### src/rtl/ula_issue_ctrl.sv
// ULA issue controller: accepts ALU commands, reads operands from a local register file,
// drives an external combinational ULA and writes the result back. Optional debug read port: ULA_DBG_READ_EN.
module ula_issue_ctrl #(
    parameter int DATA_W   = 8,
    parameter int NUM_REGS = 4,
    parameter int ADDR_W   = 2
) (
    input  logic              clock,
    input  logic              reset_n,
    input  logic              cmd_valid,
    output logic              cmd_ready,
    input  logic [1:0]        cmd_op,
    input  logic [ADDR_W-1:0] cmd_rd,
    input  logic [ADDR_W-1:0] cmd_ra,
    input  logic [ADDR_W-1:0] cmd_rb,
    input  logic              load_en,
    input  logic [ADDR_W-1:0] load_addr,
    input  logic [DATA_W-1:0] load_data,
    output logic [DATA_W-1:0] ula_a,
    output logic [DATA_W-1:0] ula_b,
    output logic [1:0]        ula_op,
    input  logic [DATA_W-1:0] ula_result,
    input  logic              ula_zero,
    output logic              done,
    output logic [DATA_W-1:0] result,
    output logic              zero_flag,
`ifdef ULA_DBG_READ_EN
    input  logic [ADDR_W-1:0] dbg_addr,
    output logic [DATA_W-1:0] dbg_data,
`endif
    output logic              err
);

    // state | meaning
    // IDLE  | ready for a command; illegal opcode pulses err
    // EXEC  | operands on the ULA, capture result at next edge
    // DONE  | done pulse cycle, back to IDLE at next edge
    typedef enum logic [1:0] {
        IDLE = 2'd0,
        EXEC = 2'd1,
        DONE = 2'd2
    } state_t;

    state_t            state;
    logic [DATA_W-1:0] regs [NUM_REGS];
    logic [ADDR_W-1:0] rd_q;

    assign cmd_ready = (state == IDLE);

`ifdef ULA_DBG_READ_EN
    assign dbg_data = regs[dbg_addr];
`endif

    always_ff @(posedge clock or negedge reset_n) begin
        if (!reset_n) begin
            state     <= IDLE;
            rd_q      <= '0;
            ula_a     <= '0;
            ula_b     <= '0;
            ula_op    <= '0;
            result    <= '0;
            zero_flag <= 1'b0;
            done      <= 1'b0;
            err       <= 1'b0;
            for (int i = 0; i < NUM_REGS; i++) begin
                regs[i] <= '0;
            end
        end else begin
            done <= 1'b0;
            err  <= 1'b0;
            if (load_en) begin
                regs[load_addr] <= load_data;
            end
            case (state)
                IDLE: begin
                    if (cmd_valid) begin
                        if (cmd_op == 2'd3) begin
                            err <= 1'b1;
                        end else begin
                            ula_a  <= regs[cmd_ra];
                            ula_b  <= regs[cmd_rb];
                            ula_op <= cmd_op;
                            rd_q   <= cmd_rd;
                            state  <= EXEC;
                        end
                    end
                end
                EXEC: begin
                    // placed after the load so a same-edge write-back to the same register wins
                    regs[rd_q] <= ula_result;
                    result     <= ula_result;
                    zero_flag  <= ula_zero;
                    done       <= 1'b1;
                    state      <= DONE;
                end
                DONE: begin
                    state <= IDLE;
                end
                default: begin
                    state <= IDLE;
                end
            endcase
        end
    end

endmodule

### config.mk
export PLATFORM = sky130hd
export DESIGN_NAME = ula_issue_ctrl
export DESIGN_NICKNAME = d
export VERILOG_FILES = /design/src/rtl/ula_issue_ctrl.sv
export SDC_FILE = /design/constraint.sdc
export NUM_CORES = 1
export LEC_CHECK = 0
export BUFFER_PORTS_ARGS = -buffer_cell sky130_fd_sc_hd__buf_2
export CAP_MARGIN = 20
export CORE_MARGIN = 5
export CORE_UTILIZATION = 50
export CTS_CLUSTER_DIAMETER = 80
export DETAILED_ROUTE_END_ITERATION = 16
export PLACE_DENSITY = 0.73
export SLEW_MARGIN = 20
export SYNTH_ARGS = -nofsm -noshare
export SYNTH_HDL_FRONTEND = slang
export SYNTH_SLANG_ARGS = --single-unit
export TNS_END_PERCENT = 1
### constraint.sdc
create_clock -name clock -period 2.3 [get_ports clock]
set_input_delay 0.345 -clock clock [delete_from_list [all_inputs] [get_ports clock]]
set_output_delay 0.345 -clock clock [all_outputs]
set_load 0.01 [all_outputs]
==> results.py <==
metrics = {
    "status": {
        "status": "finished, final reports clean",
    },
    "timing": {
        "drv_slew": 0,
        "finalCritPeriodShare": 0.7023,
        "rsz0062_at_grt": "false",
        "fin_setup_tns_ps": 0,
        "relSlewSlack": 0.5567,
        "fmax_mhz": 619.1,
        "setup_viol": 0,
        "skew_ps": 7.028,
        "hold_viol": 0,
        "worstMarginPinSlew_ps": 662.9,
        "period_minus_slack_ps": 1615,
    },
    "worst_setup_path": {
        "r2r_setup_slack_ps": 680,
        "critical_path_peak_fanout": 11,
        "reg2regPathDepth": 4,
        "start_kind": "register",
        "path_class": "register to register",
        "r2r-start": "state[1]",
        "critPathArrivalTime_ps": 1850,
        "critPathRequiredTime_ps": 2530,
        "endpoint_kind": "register",
        "r2r-end": "result[2]",
    },
    "cts": {
        "clk_latency_ps": 340,
        "cts_root_buf": "clkbuf_8",
        "h-tree-depth": 3,
        "clk_pin_slew_worst_paths_ps": 70,
        "clock_path_buffers": 2,
        "post_cts_resized": 0,
        "tritoncts": "built",
        "cts_inserted_buffers": 9,
        "cts.sinks": 65,
    },
    "hold_path": {
        "min_from": "ula_zero",
        "hold_depth": 3,
        "hold_path.class": "primary input to register",
        "whs_endpoint": "zero_flag",
    },
    "logic_synthesis": {
        "ys_seq_elements": 65,
        "ys_seq_area_frac": 0.5084,
        "syn_inst": 256,
        "synthesis.area_sq_um": 3199,
        "syn-num-nets": 287,
        "syn_avg_cell_area_sq_um": 12.50,
        "ys.flop_type": "dfrtp_1",
        "async_flop_share": 1.000,
        "synth-edff-count": 0,
        "ys_warn_count": 0,
        "synthDistinctLibCells": 27,
    },
    "die": {
        "start_util": 0.5097,
        "fp.dieArea_sq_um": 8098,
        "rows": 29,
        "coreArea_sq_um": 6277,
        "die_x_microns": 89.99,
        "die_y_microns": 89.99,
        "io_pins": 61,
    },
    "power": {
        "leakage_nw": 1.825,
        "peakVddDrop_mv": 0.5433,
        "power_density_nw_per_um2": 1057,
    },
    "detailed_routing": {
        "drt_pass1_iterations": 4,
        "avgViaCountPerCell": 5.451,
        "drtIter0Drc": 88,
        "drc": 0,
        "drt-total-wl_microns": 6964,
        "detail_route.wl_per_cell_microns": 17.37,
        "postRouteAntennaNets": 0,
        "vias": 2186,
    },
    "global_routing": {
        "grt_max_degree": 44,
        "grt_pass1_wl_microns": 11810,
        "track_usage": 0.1873,
        "grt_antenna_before_repair": 0,
        "overflow": 0,
        "grt_pass1_vias": 2327,
    },
    "final_layout": {
        "area_growth_syn_to_layout_pct": 16.31,
        "fin_nets": 350,
        "final_cell_mix": "dfrtp_1, buf_2, nand2_1",
        "num_antenna_cells": 0,
        "fill_cells": 525,
        "final_common_cell": "dfrtp_1",
        "drive_gt1_frac": 0.3642,
        "fin_area_sq_um": 3721,
    },
    "run": {
        "cap_violations": 0,
    },
    "place": {
        "place_area_sq_um": 3537,
        "dpl.hpwl_microns": 4785,
        "io_buffers": 60,
        "gpl.final_weighted_congestion": 0.7959,
    },
}
-- sequential cells by signal, summed over array words and instances, names as in the netlist --
register and flops:
ula_b 8, done 1, ula_a 8, rd_q 2, err 1, regs 32
ula_op 2, state 2, zero_flag 1, result 8
-- what timing repair did --
action | in CTS | in global routing
endpoints found under the hold margin | 22 | 0
hold buffers | 1 | 0
setup buffers | 0 | 0
-- critical path, cell delays in order (launching register included) --
cell      delay, ps
dfrtp_1         510
nand2b_1        410
clkinv_1        360
nand2_1         160
nand2_1          60
-- worst max-delay path by stage --
stage	from	endpoint	slack (ps)
after global routing	state[1]	result[2]	510
after global placement	state[1]	result[1]	660
after floorplan	cmd_ra[0]	ula_a[0]	960
final	state[1]	result[2]	680
after CTS	state[1]	result[2]	630
after detailed placement	state[1]	result[2]	630
-- power by group --
group          switching (W)  internal (W)  leakage (nW)
combinational       0.000509      0.000689         0.951
clock               0.000419      0.000445        0.0932
sequential          0.000292       0.00158         0.781
-- Yosys cell counts (4+ instances only) --
library cell | instances | share of area
mux2_2 | 9 | 0.032
nor2_1 | 11 | 0.013
buf_6 | 5 | 0.018
buf_2 | 4 | 0.0063
nand2_1 | 52 | 0.061
o21ai_0 | 22 | 0.034
a21oi_1 | 8 | 0.013
dfrtp_1 | 65 | 0.51
mux2i_1 | 32 | 0.10
mux4_2 | 16 | 0.11
mux2_4 | 9 | 0.042
-- layout make-up --
| cell class | count | area, sq um | share of cell area |
|---|---|---|---|
| clock inverter | 3 | 15.01 | 0.004035 |
| timing repair buffer | 65 | 352.8 | 0.09482 |
| sequential | 65 | 1627 | 0.4371 |
| tap | 77 | 96.34 | 0.02589 |
| clock buffer | 13 | 158.9 | 0.04270 |
| multi-input combinational | 175 | 1460 | 0.3924 |
| inverter | 3 | 11.26 | 0.003026 |
-- per-layer routing --
metal / vias up / share of wire / track usage / wire, microns
met4: 0 / 0.023 / 0.09305 / 160
met5: - / 0 / 0 / 0
met3: 13 / 0.057 / 0.04174 / 395
li1: 1042 / - / - / -
met1: 1077 / 0.45 / 0.2425 / 3121
met2: 54 / 0.47 / 0.2976 / 3286
-- stage by stage --
step	setup WS (ps)	hold WS, ps	total power (W)	cells	utilization
after floorplan	956.1	49.41	0.002658	256	-
after global placement	660.7	362.9	0.003047	384	0.5635
after detailed placement	633.9	363.7	0.003106	384	0.5635
after CTS	625.4	178.8	0.003972	401	0.5928
after global routing	506.8	204.5	0.004214	401	0.5928
final	684.8	190.2	0.003933	401	0.5928
-- kinds of logic (layout without fill, tap and decap cells) --
logic type	count (synthesis)	after routing	synth area share
AOI/OAI and AO/OA	34	34	0.05554
and+or+nand+nor	75	75	0.1142
muxes	66	66	0.2867
DFF	65	65	0.5084
buffers and inverters	16	84	0.03519
Power figures use the tool's default switching activity.
